===== config.mk =====
export PLATFORM = sky130hd
export DESIGN_NAME = instr_mem_loader
export DESIGN_NICKNAME = d
export VERILOG_FILES = /design/src/rtl/proc_pkg.sv /design/src/rtl/instr_ram.sv /design/src/rtl/instr_mem_loader.sv
export SDC_FILE = /design/constraint.sdc
export NUM_CORES = 2
export LEC_CHECK = 0
export BUFFER_PORTS_ARGS = -buffer_cell sky130_fd_sc_hd__buf_2
export CAP_MARGIN = 20
export CORE_UTILIZATION = 63
export DETAILED_ROUTE_END_ITERATION = 6
export PLACE_DENSITY = 0.79
export SYNTH_ARGS = -nofsm -noshare
export SYNTH_HDL_FRONTEND = slang
export SYNTH_SLANG_ARGS = --single-unit

===== constraint.sdc =====
create_clock -name clk -period 4.6 [get_ports clk]
set_input_delay 0.92 -clock clk [delete_from_list [all_inputs] [get_ports clk]]
set_output_delay 0.92 -clock clk [all_outputs]
set_load 0.1 [all_outputs]

===== src/rtl/proc_pkg.sv =====
// Shared processor definitions: default widths, loader FSM states and the boot image word.
package proc_pkg;

  localparam int unsigned INSTR_WIDTH_DEF = 10;
  localparam int unsigned ADDR_WIDTH_DEF  = 8;

  localparam logic [9:0] BOOT_WORD0 = 10'b1001000001;

  typedef enum logic [1:0] {
    LD_IDLE    = 2'd0,
    LD_COLLECT = 2'd1,
    LD_WRITE   = 2'd2,
    LD_DONE    = 2'd3
  } ld_state_t;

  function automatic int unsigned ceil_div(input int unsigned a, input int unsigned b);
    return (a + b - 1) / b;
  endfunction

endpackage


===== src/rtl/instr_ram.sv =====
// Synchronous RAM: one registered read port, one write port, preloaded boot image.
module instr_ram #(
  parameter int unsigned WIDTH  = 10,
  parameter int unsigned DEPTH  = 256,
  parameter int unsigned ADDR_W = $clog2(DEPTH),
  parameter logic [WIDTH-1:0] INIT_WORD0 = '0
) (
  input  logic              clk,
  input  logic              reset,
  input  logic              rd_en,
  input  logic [ADDR_W-1:0] rd_addr,
  output logic [WIDTH-1:0]  rd_data,
  input  logic              wr_en,
  input  logic [ADDR_W-1:0] wr_addr,
  input  logic [WIDTH-1:0]  wr_data
);

  logic [WIDTH-1:0] mem [DEPTH];
  logic [WIDTH-1:0] rd_data_q;

  // Power-up program image; the array itself is never touched by reset.
  initial begin
    for (int unsigned i = 0; i < DEPTH; i++) begin
      mem[ADDR_W'(i)] = '0;
    end
    mem[0] = INIT_WORD0;
  end

  always_ff @(posedge clk) begin
    if (wr_en) begin
      mem[wr_addr] <= wr_data;
    end
  end

  // Output register resets to zero and holds when no read is issued.
  always_ff @(posedge clk) begin
    if (reset) begin
      rd_data_q <= '0;
    end else if (rd_en) begin
      rd_data_q <= mem[rd_addr];
    end
  end

  assign rd_data = rd_data_q;

endmodule


===== src/rtl/instr_mem_loader.sv =====
// Instruction memory with a one-cycle fetch port and a byte-stream program loader.
module instr_mem_loader
  import proc_pkg::*;
#(
  parameter int unsigned INSTR_WIDTH = INSTR_WIDTH_DEF,
  parameter int unsigned ADDR_WIDTH  = ADDR_WIDTH_DEF,
  parameter int unsigned BYTE_WIDTH  = 8
) (
  input  logic                  clk,
  input  logic                  reset,
  input  logic                  fetch_en,
  input  logic [ADDR_WIDTH-1:0] fetch_addr,
  output logic [INSTR_WIDTH-1:0] instruction,
  output logic                  instr_valid,
  input  logic                  load_start,
  input  logic [ADDR_WIDTH:0]   load_count,
  input  logic [BYTE_WIDTH-1:0] load_byte,
  input  logic                  load_byte_valid,
  output logic                  load_ready,
  output logic                  loading,
  output logic                  load_done,
  output logic                  load_err
);

  localparam int unsigned DEPTH  = 1 << ADDR_WIDTH;
  localparam int unsigned BPW    = ceil_div(INSTR_WIDTH, BYTE_WIDTH);
  localparam int unsigned BIDX_W = $clog2(BPW + 1);
  localparam int unsigned CNT_W  = ADDR_WIDTH + 1;

  localparam logic [CNT_W-1:0]  DEPTH_C  = CNT_W'(DEPTH);
  localparam logic [CNT_W-1:0]  ONE_C    = CNT_W'(1);
  localparam logic [BIDX_W-1:0] LAST_IDX = BIDX_W'(BPW - 1);

  ld_state_t               state_q, state_d;
  logic [CNT_W-1:0]        count_q, count_d;
  logic [ADDR_WIDTH-1:0]   word_ptr_q, word_ptr_d;
  logic [BIDX_W-1:0]       byte_idx_q, byte_idx_d;
  logic [INSTR_WIDTH-1:0]  asm_q, asm_d;
  logic                    load_err_q, load_err_d;
  logic                    instr_valid_q, instr_valid_d;

  logic                    rd_en;
  logic                    wr_en;
  logic                    byte_xfer;
  logic [INSTR_WIDTH-1:0]  lane_hit;
  logic [INSTR_WIDTH-1:0]  lane_bits;

  // Static bit-to-byte lane map; bits at or above INSTR_WIDTH of the last byte are simply never mapped.
  for (genvar b = 0; b < INSTR_WIDTH; b++) begin : g_lane
    localparam logic [BIDX_W-1:0] LANE = BIDX_W'(b / BYTE_WIDTH);
    assign lane_hit[b]  = (byte_idx_q == LANE);
    assign lane_bits[b] = load_byte[b % BYTE_WIDTH];
  end

  assign byte_xfer = (state_q == LD_COLLECT) && load_byte_valid;

  always_comb begin
    state_d    = state_q;
    count_d    = count_q;
    word_ptr_d = word_ptr_q;
    byte_idx_d = byte_idx_q;
    asm_d      = asm_q;
    load_err_d = load_err_q;
    wr_en      = 1'b0;

    unique case (state_q)
      LD_IDLE: begin
        if (load_start) begin
          if ((load_count != '0) && (load_count <= DEPTH_C)) begin
            count_d    = load_count;
            word_ptr_d = '0;
            byte_idx_d = '0;
            load_err_d = 1'b0;
            state_d    = LD_COLLECT;
          end else begin
            load_err_d = 1'b1;
          end
        end
      end
      LD_COLLECT: begin
        if (byte_xfer) begin
          asm_d = (asm_q & ~lane_hit) | (lane_bits & lane_hit);
          if (byte_idx_q == LAST_IDX) begin
            byte_idx_d = '0;
            state_d    = LD_WRITE;
          end else begin
            byte_idx_d = byte_idx_q + 1'b1;
          end
        end
      end
      LD_WRITE: begin
        wr_en      = !reset;
        word_ptr_d = word_ptr_q + 1'b1;
        if ({1'b0, word_ptr_q} == (count_q - ONE_C)) begin
          state_d = LD_DONE;
        end else begin
          state_d = LD_COLLECT;
        end
      end
      LD_DONE: begin
        state_d = LD_IDLE;
      end
      default: begin
        state_d = LD_IDLE;
      end
    endcase
  end

  assign rd_en         = fetch_en && (state_q == LD_IDLE);
  assign instr_valid_d = rd_en;

  always_ff @(posedge clk) begin
    if (reset) begin
      state_q       <= LD_IDLE;
      count_q       <= '0;
      word_ptr_q    <= '0;
      byte_idx_q    <= '0;
      asm_q         <= '0;
      load_err_q    <= 1'b0;
      instr_valid_q <= 1'b0;
    end else begin
      state_q       <= state_d;
      count_q       <= count_d;
      word_ptr_q    <= word_ptr_d;
      byte_idx_q    <= byte_idx_d;
      asm_q         <= asm_d;
      load_err_q    <= load_err_d;
      instr_valid_q <= instr_valid_d;
    end
  end

  instr_ram #(
    .WIDTH      (INSTR_WIDTH),
    .DEPTH      (DEPTH),
    .ADDR_W     (ADDR_WIDTH),
    .INIT_WORD0 (INSTR_WIDTH'(BOOT_WORD0))
  ) u_ram (
    .clk     (clk),
    .reset   (reset),
    .rd_en   (rd_en),
    .rd_addr (fetch_addr),
    .rd_data (instruction),
    .wr_en   (wr_en),
    .wr_addr (word_ptr_q),
    .wr_data (asm_q)
  );

  assign instr_valid = instr_valid_q;
  assign load_ready  = (state_q == LD_COLLECT);
  assign loading     = (state_q != LD_IDLE);
  assign load_done   = (state_q == LD_DONE);
  assign load_err    = load_err_q;

endmodule


==> out/qor.yml <==
run_status: "finished, final reports clean"
fin_hold_ws_ps: 329.7
postRouteAntennaNets: 0
hold_path.class: "primary input to flop"
cp.required_ps: 5070
rsz0062_at_grt: "no"
cts_num_sinks: 2603
regArea_mm2: 0.07777
clock.fmax_mhz: 258.6
cts_resized: 0
post_cts_buffers: 0
dieArea_mm2: 0.1626
ys_types: 70
antenna_found_initial: 8
synth-seq-cells: 2603
port_buffers: 44
period_share_pct: 84.05
power.leakage_nw: 36.96
syn_area_mm2: 0.1014
ys.flop_type: "edfxtp_1"
grt_max_degree: 186
drt_pass1_iterations: 6
endpoint_kind: "flop"
synthMuxAreaShare_pct: 14.79
ys.warnings.count: 0
drv_cap: 0
setup_ws_ps: 733.7
arrival_ps: 4340
clk_path_buf_depth: 3
core_area_mm2: 0.1591
critPathKind: "flop to flop"
routedWlPerCell_um: 34.04
avgSynthCellArea_um2: 20.62
synth_edf_count: 2560
setup-violations-final: 0
synth-compound-area-share_pct: 3.427
synth-simple-area-share_pct: 2.870
maxSlewHeadroom_pct: 24.35
die_h_um: 403.3
path_clk_slew_ps: 60
syn_inst: 4920
synth_most_common_cell: "edfxtp_1"
cts_tree: "yes"
p_per_area_mw_per_mm2: 415.7
clock_latency_ps: 880
vias: 54081
cts_root_buffer: "clkbuf_16"
synth-seq-area-share_pct: 76.62
fin_worst_skew_ps: 55.43
first_iter_violations: 8290
wl_mm: 262.4
grt_pass1_wl_mm: 375.2
gp_congestion: 0.9235
floorplan.initialDensity_pct: 63.76
drive_above_1_share_pct: 24.14
final_nets: 5387
grt_overflow: 0
synth_top_family_by_area: "multiplexers"
netlist_top_cells_area: "edfxtp_1 76%, mux4_2 11%, mux2i_1 3.0%"
ys_top_cells_by_count: "2560 x edfxtp_1, 494 x mux4_2, 340 x nor2_1"
holdBufCountCts: 0
cp_max_fo: 16
drc: 0
startpoint_type: "flop"
tightestPinTransition_ps: 1106
syn-num-nets: 4955
rows: 146
synth-xor-area-share_pct: 0.1295
num_io_pins: 45
syn_to_final_growth_pct: 12.09
hold_viol: 0
drv_slew: 0
dp_hpwl_mm: 157.3
preCtsSetupSlack_ps: 72.40
grt_util_all_layers_pct: 32.50
async_flop_share_pct: 0
cts_htree_levels: 4
numCtsBuffers: 239
viasPerCell: 7.017
synth_fa_ha_area_share_pct: 0.06167
synth_top_cell_area_share_pct: 75.78
grt_pass1_vias: 53852
die_w_um: 403.3
fillers: 8823
peakVddDrop_mv: 0.5517
period_minus_slack_ps: 3866
multi_input_area_mm2: 0.02163
synth_top_cell_by_area: "edfxtp_1"
==> report_power, final <==
group	internal (W)	total, W	leakage [nW]	switching (W)
clock network	0.0104	0.0191	3.64	0.00864
logic	0.000723	0.00213	9.58	0.00141
registers	0.0260	0.0261	23.7	0.000109
==> layer usage <==
metal / global-route usage (%) / share of wire [%] / vias to the layer above
met4: 16.10 / 5.5 / 12
met2: 50.07 / 47 / 4281
met5: 0 / 0.035 / -
met3: 8.087 / 12 / 742
li1: - / - / 21337
met1: 44.01 / 35 / 27709
==> flip-flops by register name, summed over array words and instances, names as in the netlist, named ones only <==
register	count
state_q	2
u_ram.mem	2560
u_ram.rd_data	10
load_err	1
byte_idx_q	2
count_q	9
word_ptr_q	8
instr_valid	1
==> critical path, cell delays in order, from the launching register on <==
cell     delay [ps]
dfxtp_1         530
nor2b_1         950
nand3_1         930
nor2_1         1070
==> placed cells by master, fill, tap and decap left out, drive strengths merged, types with 65 or more instances in the layout <==
cell type and n:
clkbuf 318, nor2 341, buf 486, edfxtp 2560, nand2 140, mux4 522
mux2i 307, clkinv 102, a22oi 65, o22ai 109
==> stage by stage <==
step           utilization [%]  power, W  TNS [ps]  instances  cell area [um^2]
2_1_floorplan                -   0.02799         0       4920            101500
3_3_place_gp             66.75   0.02862    -337.2       7255            106200
3_5_place_dp             66.75   0.02867         0       7256            106200
4_1_cts                  71.44   0.04730         0       7699            113700
5_1_grt                  71.46   0.04826         0       7700            113700
6_report                 71.47   0.04727         0       7707            113700
==> kinds of logic after synthesis <==
family / after synthesis
buffers and inverters: 307
AND/OR/NAND/NOR: 667
adder cells (fa/ha/maj): 5
flip-flops: 2603
multiplexers: 835
XOR/XNOR: 15
AO/OA/AOI/OAI: 488
==> cell type report <==
| cell class | count | share of cell area, % |
|---|---|---|
| Timing Repair Buffer | 486 | 3.604 |
| Tap cell | 2146 | 2.361 |
| Clock buffer | 318 | 5.639 |
| Sequential cell | 2603 | 68.39 |
| Clock inverter | 125 | 0.9254 |
| Multi-Input combinational cell | 2010 | 19.02 |
| Antenna cell | 7 | 0.01540 |
| Inverter | 12 | 0.04401 |
==> final timing paths <==
check	startpoint	endpoint	slack [ps]	depth (start not counted)
setup / recovery	word_ptr_q[5]	u_ram.mem[214][1]	730	3
hold / removal	load_byte[6]	flop	330	3
setup reg to reg	word_ptr_q[5]	u_ram.mem[214][1]	730	3
hold reg to reg	byte_idx_q[1]	byte_idx_q[1]	470	1
No activity file was read; power rests on OpenSTA's default activity.
